===== src/rtl/sram_arb_pkg.sv =====
// Shared types and default widths for the external RAM port arbiter.
package sram_arb_pkg;

  localparam int AW_DEF = 23;
  localparam int DW_DEF = 8;

  // Arbiter sequencing states
  typedef enum logic [1:0] {
    IDLE  = 2'd0,
    ISSUE = 2'd1,
    WAIT  = 2'd2,
    DONE  = 2'd3
  } arb_state_e;

  // Owner of the access in flight
  typedef enum logic {
    LD  = 1'b0,
    CPU = 1'b1
  } arb_owner_e;

endpackage


===== src/rtl/sram_port_arbiter_if.sv =====
// Bus bundle between the requesters (loader, CPU), the arbiter and the
// sram controller. The slave modport is the arbiter's view.
interface sram_port_arbiter_if
  import sram_arb_pkg::*;
#(
  parameter int AW = AW_DEF,
  parameter int DW = DW_DEF
) ();

  logic          dl_active;
  logic          ld_req;
  logic [AW-1:0] ld_addr;
  logic [DW-1:0] ld_din;
  logic          ld_ack;
  logic          cpu_req;
  logic          cpu_we;
  logic [AW-1:0] cpu_addr;
  logic [DW-1:0] cpu_din;
  logic          cpu_ack;
  logic [DW-1:0] cpu_dout;
  logic [AW-1:0] mem_addr;
  logic [DW-1:0] mem_din;
  logic          mem_we;
  logic          mem_rd;
  logic [DW-1:0] mem_dout;
  logic          mem_ready;
  logic          timeout_err;

  modport master (
    output dl_active, ld_req, ld_addr, ld_din, cpu_req, cpu_we, cpu_addr,
           cpu_din, mem_dout, mem_ready,
    input  ld_ack, cpu_ack, cpu_dout, mem_addr, mem_din, mem_we, mem_rd,
           timeout_err
  );

  modport slave (
    input  dl_active, ld_req, ld_addr, ld_din, cpu_req, cpu_we, cpu_addr,
           cpu_din, mem_dout, mem_ready,
    output ld_ack, cpu_ack, cpu_dout, mem_addr, mem_din, mem_we, mem_rd,
           timeout_err
  );

endinterface


===== src/rtl/rr_arb2.sv =====
// Two-way round-robin grant (loader / CPU) with a loader-only override
// while a download is active. Holds the last_grant register.
module rr_arb2
  import sram_arb_pkg::*;
(
  input  logic       clk_sys,
  input  logic       reset,
  input  logic       prio,
  input  logic       ld_req,
  input  logic       cpu_req,
  input  logic       upd_en,
  input  arb_owner_e upd_owner,
  output logic       gnt_valid,
  output arb_owner_e gnt_owner
);

  arb_owner_e last_grant_r;

  // Remember who completed last; starts at LD so the CPU wins the first tie
  always_ff @(posedge clk_sys) begin
    if (reset) begin
      last_grant_r <= LD;
    end else if (upd_en) begin
      last_grant_r <= upd_owner;
    end else begin
      last_grant_r <= last_grant_r;
    end
  end

  // Grant decision: download override first, then single request, then alternate
  always_comb begin
    gnt_valid = 1'b0;
    gnt_owner = LD;
    if (prio) begin
      gnt_valid = ld_req;
      gnt_owner = LD;
    end else if (ld_req && cpu_req) begin
      gnt_valid = 1'b1;
      if (last_grant_r == LD) begin
        gnt_owner = CPU;
      end else begin
        gnt_owner = LD;
      end
    end else if (cpu_req) begin
      gnt_valid = 1'b1;
      gnt_owner = CPU;
    end else if (ld_req) begin
      gnt_valid = 1'b1;
      gnt_owner = LD;
    end else begin
      gnt_valid = 1'b0;
      gnt_owner = LD;
    end
  end

endmodule


===== src/rtl/sram_port_arbiter.sv =====
// Sequenced arbiter sharing the byte-wide sram controller port between the
// ioctl loader and the CPU. One access at a time: grant, issue, wait for
// mem_ready (bounded by TIMEOUT), then a one-cycle ack to the owner.
// Optional write protection of the CPU ROM area: define SRAM_ARB_WP_EN.
module sram_port_arbiter
  import sram_arb_pkg::*;
#(
  parameter int AW      = AW_DEF,
  parameter int DW      = DW_DEF,
  parameter int TIMEOUT = 255
`ifdef SRAM_ARB_WP_EN
  ,
  parameter logic [AW-1:0] ROM_TOP = 23'h010000
`endif
) (
  input logic                 clk_sys,
  input logic                 reset,
  sram_port_arbiter_if.slave  bus
);

  localparam logic [1:0] ST_IDLE  = IDLE;
  localparam logic [1:0] ST_ISSUE = ISSUE;
  localparam logic [1:0] ST_WAIT  = WAIT;
  localparam logic [1:0] ST_DONE  = DONE;

  // Last WAIT cycle index before the access is abandoned
  localparam logic [7:0] TMO_LAST = 8'(TIMEOUT - 1);

  logic [1:0]    state_r;
  arb_owner_e    owner_r;
  logic          we_r;
  logic [7:0]    cnt_r;
  logic [AW-1:0] mem_addr_r;
  logic [DW-1:0] mem_din_r;
  logic          mem_we_r;
  logic          mem_rd_r;
  logic          ld_ack_r;
  logic          cpu_ack_r;
  logic [DW-1:0] cpu_dout_r;
  logic          timeout_err_r;

  logic          gnt_valid_s;
  arb_owner_e    gnt_owner_s;
  logic [AW-1:0] sel_addr_s;
  logic [DW-1:0] sel_din_s;
  logic          sel_we_s;
  logic          wp_hit_s;
  logic          upd_en_s;

  assign upd_en_s = (state_r == ST_DONE);

  rr_arb2 u_rr_arb2 (
    .clk_sys   (clk_sys),
    .reset     (reset),
    .prio      (bus.dl_active),
    .ld_req    (bus.ld_req),
    .cpu_req   (bus.cpu_req),
    .upd_en    (upd_en_s),
    .upd_owner (owner_r),
    .gnt_valid (gnt_valid_s),
    .gnt_owner (gnt_owner_s)
  );

  // Route the granted requester's fields to the latch inputs
  always_comb begin
    sel_addr_s = bus.ld_addr;
    sel_din_s  = bus.ld_din;
    sel_we_s   = 1'b1;
    if (gnt_owner_s == CPU) begin
      sel_addr_s = bus.cpu_addr;
      sel_din_s  = bus.cpu_din;
      sel_we_s   = bus.cpu_we;
    end else begin
      sel_addr_s = bus.ld_addr;
      sel_din_s  = bus.ld_din;
      sel_we_s   = 1'b1;
    end
  end

`ifdef SRAM_ARB_WP_EN
  // CPU writes below ROM_TOP are acknowledged but never reach memory
  assign wp_hit_s = (gnt_owner_s == CPU) && bus.cpu_we && (bus.cpu_addr < ROM_TOP);
`else
  assign wp_hit_s = 1'b0;
`endif

  // Access sequencer: latch at grant, strobe until ready or timeout, ack once
  always_ff @(posedge clk_sys) begin
    if (reset) begin
      state_r       <= ST_IDLE;
      owner_r       <= LD;
      we_r          <= 1'b0;
      cnt_r         <= 8'd0;
      mem_addr_r    <= {AW{1'b0}};
      mem_din_r     <= {DW{1'b0}};
      mem_we_r      <= 1'b0;
      mem_rd_r      <= 1'b0;
      ld_ack_r      <= 1'b0;
      cpu_ack_r     <= 1'b0;
      cpu_dout_r    <= {DW{1'b0}};
      timeout_err_r <= 1'b0;
    end else begin
      ld_ack_r  <= 1'b0;
      cpu_ack_r <= 1'b0;
      case (state_r)
        ST_IDLE: begin
          if (gnt_valid_s) begin
            owner_r <= gnt_owner_s;
            we_r    <= sel_we_s;
            if (wp_hit_s) begin
              cpu_ack_r <= 1'b1;
              state_r   <= ST_DONE;
            end else begin
              mem_addr_r <= sel_addr_s;
              mem_din_r  <= sel_din_s;
              mem_we_r   <= sel_we_s;
              mem_rd_r   <= ~sel_we_s;
              state_r    <= ST_ISSUE;
            end
          end else begin
            state_r <= ST_IDLE;
          end
        end
        ST_ISSUE: begin
          cnt_r   <= 8'd0;
          state_r <= ST_WAIT;
        end
        ST_WAIT: begin
          if (bus.mem_ready || (cnt_r == TMO_LAST)) begin
            mem_we_r <= 1'b0;
            mem_rd_r <= 1'b0;
            state_r  <= ST_DONE;
            if (owner_r == CPU) begin
              cpu_ack_r <= 1'b1;
            end else begin
              ld_ack_r <= 1'b1;
            end
            if (bus.mem_ready) begin
              if ((owner_r == CPU) && !we_r) begin
                cpu_dout_r <= bus.mem_dout;
              end else begin
                cpu_dout_r <= cpu_dout_r;
              end
            end else begin
              timeout_err_r <= 1'b1;
              if ((owner_r == CPU) && !we_r) begin
                cpu_dout_r <= {DW{1'b1}};
              end else begin
                cpu_dout_r <= cpu_dout_r;
              end
            end
          end else begin
            cnt_r <= cnt_r + 8'd1;
          end
        end
        ST_DONE: begin
          state_r <= ST_IDLE;
        end
        default: begin
          state_r  <= ST_IDLE;
          mem_we_r <= 1'b0;
          mem_rd_r <= 1'b0;
        end
      endcase
    end
  end

  assign bus.ld_ack      = ld_ack_r;
  assign bus.cpu_ack     = cpu_ack_r;
  assign bus.cpu_dout    = cpu_dout_r;
  assign bus.mem_addr    = mem_addr_r;
  assign bus.mem_din     = mem_din_r;
  assign bus.mem_we      = mem_we_r;
  assign bus.mem_rd      = mem_rd_r;
  assign bus.timeout_err = timeout_err_r;

endmodule

===== src/flat_wrapper.sv =====
// flat-port wrapper written by rule: the top's interface ports become plain ports
module sram_port_arbiter_flat import sram_arb_pkg::*;
#(
  parameter int AW      = AW_DEF,
  parameter int DW      = DW_DEF,
  parameter int TIMEOUT = 255

)
  (clk_sys, reset, bus_dl_active, bus_ld_req, bus_ld_addr, bus_ld_din, bus_cpu_req, bus_cpu_we, bus_cpu_addr, bus_cpu_din, bus_mem_dout, bus_mem_ready, bus_ld_ack, bus_cpu_ack, bus_cpu_dout, bus_mem_addr, bus_mem_din, bus_mem_we, bus_mem_rd, bus_timeout_err);
  sram_port_arbiter_if #(.AW(AW), .DW(DW)) bus_i ();
  input logic clk_sys;
  input logic reset;
  input wire logic [$bits(bus_i.dl_active)-1:0] bus_dl_active;
  input wire logic [$bits(bus_i.ld_req)-1:0] bus_ld_req;
  input wire logic [$bits(bus_i.ld_addr)-1:0] bus_ld_addr;
  input wire logic [$bits(bus_i.ld_din)-1:0] bus_ld_din;
  input wire logic [$bits(bus_i.cpu_req)-1:0] bus_cpu_req;
  input wire logic [$bits(bus_i.cpu_we)-1:0] bus_cpu_we;
  input wire logic [$bits(bus_i.cpu_addr)-1:0] bus_cpu_addr;
  input wire logic [$bits(bus_i.cpu_din)-1:0] bus_cpu_din;
  input wire logic [$bits(bus_i.mem_dout)-1:0] bus_mem_dout;
  input wire logic [$bits(bus_i.mem_ready)-1:0] bus_mem_ready;
  output wire logic [$bits(bus_i.ld_ack)-1:0] bus_ld_ack;
  output wire logic [$bits(bus_i.cpu_ack)-1:0] bus_cpu_ack;
  output wire logic [$bits(bus_i.cpu_dout)-1:0] bus_cpu_dout;
  output wire logic [$bits(bus_i.mem_addr)-1:0] bus_mem_addr;
  output wire logic [$bits(bus_i.mem_din)-1:0] bus_mem_din;
  output wire logic [$bits(bus_i.mem_we)-1:0] bus_mem_we;
  output wire logic [$bits(bus_i.mem_rd)-1:0] bus_mem_rd;
  output wire logic [$bits(bus_i.timeout_err)-1:0] bus_timeout_err;
  assign bus_i.dl_active = bus_dl_active;
  assign bus_i.ld_req = bus_ld_req;
  assign bus_i.ld_addr = bus_ld_addr;
  assign bus_i.ld_din = bus_ld_din;
  assign bus_i.cpu_req = bus_cpu_req;
  assign bus_i.cpu_we = bus_cpu_we;
  assign bus_i.cpu_addr = bus_cpu_addr;
  assign bus_i.cpu_din = bus_cpu_din;
  assign bus_i.mem_dout = bus_mem_dout;
  assign bus_i.mem_ready = bus_mem_ready;
  assign bus_ld_ack = bus_i.ld_ack;
  assign bus_cpu_ack = bus_i.cpu_ack;
  assign bus_cpu_dout = bus_i.cpu_dout;
  assign bus_mem_addr = bus_i.mem_addr;
  assign bus_mem_din = bus_i.mem_din;
  assign bus_mem_we = bus_i.mem_we;
  assign bus_mem_rd = bus_i.mem_rd;
  assign bus_timeout_err = bus_i.timeout_err;
  sram_port_arbiter #(.AW(AW), .DW(DW), .TIMEOUT(TIMEOUT)) u_core (.clk_sys(clk_sys), .reset(reset), .bus(bus_i));
endmodule

===== config.mk =====
export PLATFORM = sky130hd
export DESIGN_NAME = sram_port_arbiter_flat
export DESIGN_NICKNAME = d
export VERILOG_FILES = /design/src/rtl/sram_arb_pkg.sv /design/src/rtl/sram_port_arbiter_if.sv /design/src/rtl/rr_arb2.sv /design/src/rtl/sram_port_arbiter.sv /design/src/flat_wrapper.sv
export SDC_FILE = /design/constraint.sdc
export NUM_CORES = 1
export LEC_CHECK = 0
export BUFFER_PORTS_ARGS = -buffer_cell sky130_fd_sc_hd__buf_2
export CAP_MARGIN = 0
export CORE_MARGIN = 3
export CORE_UTILIZATION = 52
export CTS_BUF_LIST = sky130_fd_sc_hd__clkbuf_8
export DETAILED_ROUTE_END_ITERATION = 8
export PLACE_DENSITY = 0.88
export SYNTH_ARGS = -nofsm -noshare
export SYNTH_HDL_FRONTEND = slang
export SYNTH_SLANG_ARGS = --single-unit

===== constraint.sdc =====
create_clock -name clk_sys -period 2.85 [get_ports clk_sys]
set_input_delay 0.57 -clock clk_sys [delete_from_list [all_inputs] [get_ports clk_sys]]
set_output_delay 0.57 -clock clk_sys [all_outputs]
set_load 0.01 [all_outputs]

==> results of run 1 <==
-- Yosys cell counts (2+ instances only) --
cell	count	area share
buf_2	5	0.0096
nand4_1	2	0.0048
mux2i_1	33	0.13
dfxtp_1	57	0.44
nor2_2	2	0.0048
nor2_1	46	0.066
nand2b_1	6	0.014
inv_1	11	0.016
a31oi_1	2	0.0048
o21ai_1	3	0.0058
nand2_1	8	0.012
a211oi_1	40	0.12
buf_4	5	0.014
clkbuf_1	6	0.0087
nor2b_1	3	0.0072
a21oi_1	7	0.013
ha_1	6	0.029
nand3_1	7	0.013
-- flip-flops by register name (all words and copies together), names as in the netlist --
name                           count
u_core.bus.mem_addr               23
u_core.u_rr_arb2.last_grant_r      1
u_core.bus.mem_din                 8
u_core.bus.cpu_ack                 1
u_core.bus.mem_rd                  1
u_core.owner_r                     1
u_core.cnt_r                       8
u_core.bus.ld_ack                  1
u_core.we_r                        1
u_core.bus.cpu_dout                8
u_core.state_r                     2
u_core.bus.timeout_err             1
u_core.bus.mem_we                  1
-- layout make-up --
type,instances,area (µm²)
Clock buffer,11,151
Inverter,11,41.3
Sequential cell,57,1140
Clock inverter,3,11.3
Tap cell,67,83.8
Multi-Input combinational cell,192,1330
Timing Repair Buffer,124,643
Fill cell,396,1380
-- final timing paths --
check,to,cells after the start
worst max-delay path,u_core.cnt_r[2],6
worst min-delay path,u_core.bus.cpu_dout[5],2
worst max register to register,u_core.cnt_r[2],6
worst min register to register,u_core.bus.cpu_dout[5],2
-- through the flow --
stage	instances	area (µm²)	total power [mW]
4_1_cts	465	3400	2.29
5_1_grt	465	3400	2.41
2_1_floorplan	277	2600	1.43
3_5_place_dp	451	3240	1.67
3_3_place_gp	451	3240	1.64
6_report	465	3400	2.27
-- placed cells by master (no fill, tap or decap), types with 2 or more instances in the layout --
| cell | n |
|---|---|
| nor2b_1 | 3 |
| nand3_1 | 7 |
| ha_1 | 6 |
| o21ai_1 | 3 |
| nand2b_1 | 6 |
| inv_1 | 14 |
| buf_2 | 120 |
| nand4_1 | 2 |
| dfxtp_1 | 57 |
| mux2i_1 | 33 |
| a211oi_1 | 40 |
| a21oi_1 | 7 |
| nor2_2 | 2 |
| buf_4 | 3 |
| a31oi_1 | 2 |
| nand2_1 | 8 |
| clkbuf_8 | 11 |
| nor2_1 | 46 |
-- power by group through the flow --
stage | Combinational, mW | Sequential [mW] | Clock, mW
floorplan | 0.370 | 1.06 | 0
global placement | 0.635 | 1.01 | 0
detailed placement | 0.655 | 1.01 | 0
CTS | 0.654 | 0.998 | 0.636
global route | 0.724 | 1.02 | 0.670
finish | 0.648 | 0.998 | 0.620
-- routing by layer --
layer / part of all wire / up-vias / wire, µm
li1: - / 1231 / -
met3: 0.085 / 11 / 518
met2: 0.49 / 89 / 2980
met5: 0 / - / 0
met1: 0.41 / 1063 / 2490
met4: 0.022 / 0 / 137
-- logic make-up after synthesis --
kind of cell / synth area share
buffers and inverters: 0.0500
adders and majority gates: 0.0289
and+or+nand+nor: 0.166
muxes: 0.137
AOI/OAI and AO/OA: 0.179
DFF: 0.439
-- worst min-delay path, stage by stage (launching register included) --
cell,delay (ns)
dfxtp_1,0.30
inv_1,0.05
a211oi_1,0.05
==> flow_metrics.py, run 1 <==
metrics = {
    "status": {
        "status": "finished clean",
    },
    "synth": {
        "syn-num-nets": 360,
        "ys_warn_count": 0,
        "synth-seq-cells": 57,
        "dominantRegCellSynth": "dfxtp_1",
        "yosysSeqAreaShare": 0.439,
        "synth_edf_count": 0,
        "netlist_area_um2": 2600,
        "synthCells": 277,
        "synth_cell_types": 46,
        "synthArstFlopShare": 0,
        "syn_area_per_cell_um2": 9.39,
    },
    "floorplan": {
        "die_h_um": 76.7,
        "dieArea_um2": 5890,
        "die_w_um": 76.7,
        "pin_count": 121,
        "core-area_um2": 4790,
        "start_util": 0.544,
        "rows": 25,
    },
    "sta": {
        "fin_tns_setup_ns": 0,
        "fmax_ghz": 0.598,
        "period_minus_slack_ns": 1.67,
        "rsz0062_at_grt": "no",
        "setup_viol": 0,
        "post-route-period-util": 0.587,
        "layout_setup_ws_ns": 1.18,
        "hold_viol": 0,
        "slew_violations": 0,
        "finClkSkew_ns": 0.00514,
        "relSlewSlack": 0.485,
        "fin_hold_ws_ns": 0.450,
        "tightest_slew_ns": 0.772,
    },
    "job": {
        "drv_cap": 0,
    },
    "cells_and_area": {
        "final_util": 0.711,
        "drive_above_1_share": 0.374,
        "area.growth.synth_to_final_pct": 30.8,
        "insertedDiodeCount": 0,
        "final_nets": 478,
    },
    "drt": {
        "drc_errors": 0,
        "drt-total-wl_um": 6120,
        "wl_per_cell_um": 13.2,
        "viasPerCell": 5.15,
        "ant_nets": 0,
        "first_pass_iters": 4,
        "dr_total_vias": 2394,
        "first_iter_violations": 97,
    },
    "pwr": {
        "switching_power_mw": 0.718,
        "seqPwrFrac": 0.440,
        "peakVddDrop_uv": 419,
        "p_comb_frac": 0.286,
        "p_sw_frac": 0.317,
        "cellPowerDensity_nw_per_um2": 666,
        "p_int_mw": 1.55,
        "p_leak_nw": 1.68,
        "power.share.clock": 0.274,
    },
    "cts": {
        "postCtsSetupBuffers": 0,
        "clk_path_buf_depth": 2,
        "cts_tree": "yes",
        "cts_resized": 0,
        "clock-sinks": 57,
        "cts_max_level": 3,
        "cts_root_buf": "clkbuf_8",
        "hold_buffers": 0,
        "insertion_delay_ns": 0.32,
        "clk_pin_slew_worst_paths_ns": 0.06,
        "cts_buffers": 9,
    },
    "global_route": {
        "grt_usage": 0.210,
        "top_usage_layer": "met2",
        "grt_max_degree": 55,
        "grt_pass1_wl_um": 9840,
        "grt_overflow": 0,
        "grtUsageMet3": 0.0810,
        "antenna_found_initial": 0,
        "grt_pass1_vias": 2212,
        "grt.met2_usage": 0.354,
        "met1_usage": 0.232,
    },
    "place": {
        "io_buffers": 120,
        "place.gp.congestion": 0.794,
        "hpwl_um": 4680,
        "pre_cts_slack_ns": 0.852,
    },
    "worst_setup_path": {
        "critPathLaunch": "u_core.cnt_r[0]",
        "path_class": "register to register",
        "reg2reg_from": "u_core.cnt_r[0]",
        "path_buf_inv": 1,
        "slowest_delay_ns": 0.40,
        "ff2ff_setup_slack_ns": 1.18,
        "critPathTopFamily": "compound AO/OA/AOI/OAI gates",
        "cp.arrival_ns": 1.89,
        "crit_path_end_kind": "register",
        "worstPathMaxFanout": 6,
        "worstPathCellList": "inv_1 -> ha_1 -> and3_1 -> a21oi_2 -> a21oi_1 -> a311oi_1",
        "critPathLaunchType": "register",
        "required_ns": 3.07,
        "crit_slowest_cell": "dfxtp_1",
    },
    "min_path": {
        "hp-start": "u_core.bus.cpu_dout[5]",
        "hold_path.class": "register to register",
    },
}
(Power assumes the default switching activity.)
==> inputs of run 2 (changes only) <==
- CORE_UTILIZATION: 52 -> 48
- PLACE_DENSITY: 0.88 -> 0.82
- clock period: 2.85 -> 1.7 ns (I/O delays scaled with it)
==> flow_metrics.py, run 2 (synthesized netlist as in run 1, its figures left out) <==
metrics = {
    "worst_setup_path": {
        "ff2ff_setup_slack_ns": 0.07,
        "path_class": "register to register",
        "worstPathCellList": "inv_1 -> ha_1 -> and3_1 -> a211o_1 -> mux2_4 -> nor2_2",
        "reg2reg_from": "u_core.cnt_r[0]",
        "critPathTopFamily": "flip-flops",
        "crit_slowest_cell": "dfxtp_1",
        "slowest_delay_ns": 0.39,
        "path_buf_inv": 1,
        "cp.arrival_ns": 1.90,
        "critPathLaunchType": "register",
        "worstPathMaxFanout": 5,
        "required_ns": 1.97,
        "crit_path_end_kind": "register",
        "r2r_cells": 6,
        "r2r_end": "u_core.cnt_r[4]",
    },
    "floorplan": {
        "rows": 26,
        "dieArea_um2": 6340,
        "die_h_um": 79.6,
        "start_util": 0.503,
        "core-area_um2": 5170,
        "pin_count": 121,
        "die_w_um": 79.6,
    },
    "global_route": {
        "grt_overflow": 0,
        "antenna_found_initial": 0,
        "grt_max_degree": 32,
        "grt_pass1_wl_um": 9930,
        "grt_pass1_vias": 2226,
        "grt_usage": 0.200,
    },
    "pwr": {
        "p_total_mw": 4.09,
        "cellPowerDensity_nw_per_um2": 1160,
        "p_leak_nw": 1.72,
        "peakVddDrop_uv": 836,
    },
    "sta": {
        "post-route-period-util": 0.959,
        "setup_viol": 0,
        "rsz0062_at_grt": "yes",
        "tightest_slew_ns": 0.375,
        "relSlewSlack": 0.750,
        "finClkSkew_ns": 0.00768,
        "hold_viol": 0,
        "period_minus_slack_ns": 1.63,
        "slew_violations": 0,
        "fmax_ghz": 0.613,
    },
    "min_path": {
        "min_path_cells": 3,
        "hold_path_end": "u_core.bus.cpu_dout[1]",
        "hp-start": "bus_mem_dout[1]",
        "hold_path.class": "input pin to register",
    },
    "cells_and_area": {
        "area.growth.synth_to_final_pct": 35.2,
        "drive_above_1_share": 0.390,
        "final_common_cell": "buf_2",
        "final_nets": 481,
        "final_util": 0.680,
        "final_cell_mix": "buf_2 (120), dfxtp_1 (57), nor2_1 (46)",
        "largest_reg_flops": 23,
        "stdcell_count": 473,
        "insertedDiodeCount": 0,
        "fillers": 424,
    },
    "cts": {
        "cts_tree": "yes",
        "cts_root_buf": "clkbuf_8",
        "insertion_delay_ns": 0.33,
        "clk_pin_slew_worst_paths_ns": 0.06,
        "cts_buffers": 9,
        "hold_buffers": 0,
        "clk_path_buf_depth": 2,
        "clock-sinks": 57,
        "cts_max_level": 3,
    },
    "place": {
        "dp_cells": 457,
        "io_buffers": 120,
        "hpwl_um": 4700,
        "place.gp.congestion": 0.799,
    },
    "status": {
        "status": "finished clean",
    },
    "job": {
        "drv_cap": 0,
    },
    "drt": {
        "drc_errors": 0,
        "dr_total_vias": 2403,
        "ant_nets": 0,
        "drt-total-wl_um": 6030,
        "wl_per_cell_um": 12.7,
        "first_pass_iters": 6,
        "viasPerCell": 5.08,
        "first_iter_violations": 87,
    },
}
==> run 2: changes by cell type in the layout (fill, tap and decap cells not counted), sizes merged <==
| cell | change |
|---|---|
| buf | +3 |
| bufinv | +1 |
| clkbuf | +1 |
| clkinv | +1 |
| inv | -1 |
==> run 2: where the power goes <==
part	switching, mW	total (mW)	internal (mW)
Sequential	0.118	1.67	1.55
Clock	0.489	1.27	0.783
Combinational	0.630	1.15	0.516
Total	1.24	4.09	2.85
==> run 2: timing repair <==
action | in CTS | in global routing
setup endpoints to repair | 0 | 7
gates resized for setup | 0 | 4
setup buffers | 0 | 0
hold endpoints to repair | 0 | 0
==> run 2: area by class of cell <==
cell class,count,area (µm²),area share
Multi-Input combinational cell,192,1350,0.383
Sequential cell,57,1140,0.324
Timing Repair Buffer,127,691,0.196
Clock buffer,12,165,0.0470
Tap cell,70,87.6,0.0249
Clock inverter,4,42.5,0.0121
Inverter,11,41.3,0.0117
==> run 2: tightest hold or removal path, cell delays in order <==
cell	delay, ns
buf_2	0.10
nor2_1	0.09
a211oi_1	0.05
==> run 2: routing by layer <==
layer  global-route usage  vias up  routed length [µm]
met5                    0        -                   0
met4               0.0928        0                 108
met3               0.0745       10                 537
met2                0.306      103                2780
met1                0.247     1055                2600
li1                     -     1235                   -
==> run 2: per-stage QoR <==
stage          setup WS (ns)  hold slack [ns]  cell area [µm²]  setup TNS [ns]
3_3_place_gp           0.158            0.436             3290               0
2_1_floorplan          0.184            0.454             2600               0
6_report              0.0695            0.299             3520               0
4_1_cts               0.0852            0.281             3500               0
5_1_grt              -0.0230            0.297             3520         -0.0437
3_5_place_dp          0.0892            0.440             3290               0
==> run 2: how the worst max path moves through the flow <==
stage | cells after the start | slack, ns | startpoint | to
after global routing | 6 | -0.02 | u_core.cnt_r[0] | u_core.bus.cpu_dout[7]
after global placement | 6 | 0.16 | u_core.cnt_r[0] | u_core.cnt_r[4]
after floorplan | 6 | 0.18 | u_core.cnt_r[0] | u_core.cnt_r[4]
final | 6 | 0.07 | u_core.cnt_r[0] | u_core.cnt_r[4]
after detailed placement | 6 | 0.09 | u_core.state_r[0] | u_core.cnt_r[3]
after CTS | 6 | 0.09 | u_core.state_r[0] | u_core.cnt_r[3]
==> inputs of run 3 (changes only) <==
- CORE_UTILIZATION: 48 -> 46
- CTS_BUF_LIST: sky130_fd_sc_hd__clkbuf_8 -> sky130_fd_sc_hd__clkbuf_16
- PLACE_DENSITY: 0.82 -> 0.79
==> flow_metrics.py, run 3 (synthesized netlist as in run 1, its figures left out) <==
metrics = {
    "global_route": {
        "grt_usage": 0.197,
        "grt_pass1_wl_um": 9750,
        "grt_max_degree": 44,
        "grt_pass1_vias": 2158,
        "antenna_found_initial": 0,
        "grt_overflow": 0,
    },
    "drt": {
        "wl_per_cell_um": 13.0,
        "dr_total_vias": 2379,
        "drt-total-wl_um": 6170,
        "ant_nets": 0,
        "viasPerCell": 5.01,
        "drc_errors": 0,
        "first_pass_iters": 4,
        "first_iter_violations": 56,
    },
    "worst_setup_path": {
        "ff2ff_setup_slack_ns": 0.10,
        "critPathTopFamily": "flip-flops",
        "crit_slowest_cell": "dfxtp_1",
        "worst-path-stages": 6,
        "worstPathCellList": "inv_1 -> ha_1 -> and3_1 -> a211o_1 -> mux2_4 -> nor2_2",
        "slowest_delay_ns": 0.38,
        "path_class": "register to register",
        "cp-endpoint": "u_core.cnt_r[4]",
        "path_buf_inv": 1,
        "critPathLaunchType": "register",
        "r2r_end": "u_core.cnt_r[4]",
        "crit_path_end_kind": "register",
        "worstPathMaxFanout": 5,
        "r2r_cells": 6,
        "reg2reg_from": "u_core.cnt_r[0]",
        "critPathLaunch": "u_core.cnt_r[0]",
        "required_ns": 1.96,
        "cp.arrival_ns": 1.86,
    },
    "sta": {
        "post-route-period-util": 0.938,
        "slew_violations": 0,
        "fin_hold_ws_ns": 0.312,
        "finClkSkew_ns": 0.00693,
        "rsz0062_at_grt": "no",
        "fmax_ghz": 0.627,
        "tightest_slew_ns": 0.361,
        "period_minus_slack_ns": 1.60,
        "fin_tns_setup_ns": 0,
        "setup_viol": 0,
        "hold_viol": 0,
        "relSlewSlack": 0.758,
    },
    "cells_and_area": {
        "fillers": 437,
        "final_util": 0.677,
        "area.growth.synth_to_final_pct": 38.0,
        "final_nets": 483,
        "stdcell_count": 475,
        "final_common_cell": "buf_2",
        "final_cell_mix": "buf_2 (120), dfxtp_1 (57), nor2_1 (46)",
        "largest_reg_flops": 23,
        "final_area_um2": 3590,
        "ff_latch_area_um2": 1140,
        "drive_above_1_share": 0.385,
        "multi_input_area_um2": 1330,
        "insertedDiodeCount": 0,
    },
    "min_path": {
        "hold_path.class": "input pin to register",
    },
    "floorplan": {
        "rows": 26,
        "die_h_um": 81.2,
        "pin_count": 121,
        "core-area_um2": 5300,
        "dieArea_um2": 6590,
        "die_w_um": 81.2,
        "start_util": 0.491,
    },
    "status": {
        "status": "finished clean",
    },
    "pwr": {
        "p_leak_nw": 1.77,
        "peakVddDrop_uv": 700,
        "cellPowerDensity_nw_per_um2": 1240,
    },
    "place": {
        "hpwl_um": 4720,
        "place.gp.congestion": 0.799,
        "io_buffers": 120,
        "dp_cells": 459,
        "dpl_cell_area_um2": 3310,
    },
    "cts": {
        "cts_root_buf": "clkbuf_16",
        "cts_tree": "yes",
        "cts_max_level": 3,
        "cts_resized": 0,
        "postCtsSetupBuffers": 0,
        "hold_buffers": 0,
        "clock-sinks": 57,
        "insertion_delay_ns": 0.32,
        "clk_pin_slew_worst_paths_ns": 0.05,
        "cts_buffers": 9,
        "clk_path_buf_depth": 2,
    },
    "job": {
        "drv_cap": 0,
    },
}
==> run 3: worst min-delay path by stage <==
| stage | startpoint | to | slack (ns) | depth (start not counted) |
|---|---|---|---|---|
| final | bus_mem_dout[7] | u_core.bus.cpu_dout[7] | 0.31 | 3 |
| after global placement | u_core.bus.cpu_dout[7] | u_core.bus.cpu_dout[7] | 0.44 | 2 |
| after detailed placement | u_core.bus.cpu_dout[5] | u_core.bus.cpu_dout[5] | 0.45 | 2 |
| after global routing | bus_mem_dout[4] | u_core.bus.cpu_dout[4] | 0.31 | 3 |
| after CTS | bus_mem_dout[7] | u_core.bus.cpu_dout[7] | 0.30 | 3 |
| after floorplan | u_core.owner_r | u_core.bus.ld_ack | 0.45 | 1 |
==> run 3: per-stage QoR <==
step | total power [mW] | setup WS [ns]
final | 4.45 | 0.105
after global routing | 4.74 | 0.00633
after CTS | 4.51 | 0.0769
after detailed placement | 2.83 | 0.0897
after global placement | 2.80 | 0.155
after floorplan | 2.40 | 0.184
==> run 3: cell type report <==
cell class / count / area share
Clock buffer: 9 / 0.0628
Clock inverter: 7 / 0.0153
Inverter: 11 / 0.0115
Multi-Input combinational cell: 192 / 0.371
Sequential cell: 57 / 0.318
Tap cell: 70 / 0.0244
Timing Repair Buffer: 129 / 0.197
==> run 3: power breakdown <==
group          internal [mW]  switching (mW)  total (mW)
sequential              1.56           0.116        1.67
clock                   1.10           0.556        1.66
combinational          0.503           0.621        1.12
==> run 3: metal layers <==
layer  up-vias  GRT usage  part of all wire
li1       1244          -                 -
met1      1036      0.221              0.41
met2        92      0.314              0.48
met3         7     0.0942              0.10
met4         0     0.0912             0.014
met5         -          0                 0
==> run 3: worst register-to-register path, cell delays in order, from the launching register on <==
cell and delay (ns):
dfxtp_1 0.38, inv_1 0.08, ha_1 0.22, and3_1 0.22, a211o_1 0.28, mux2_4 0.30
nor2_2 0.07
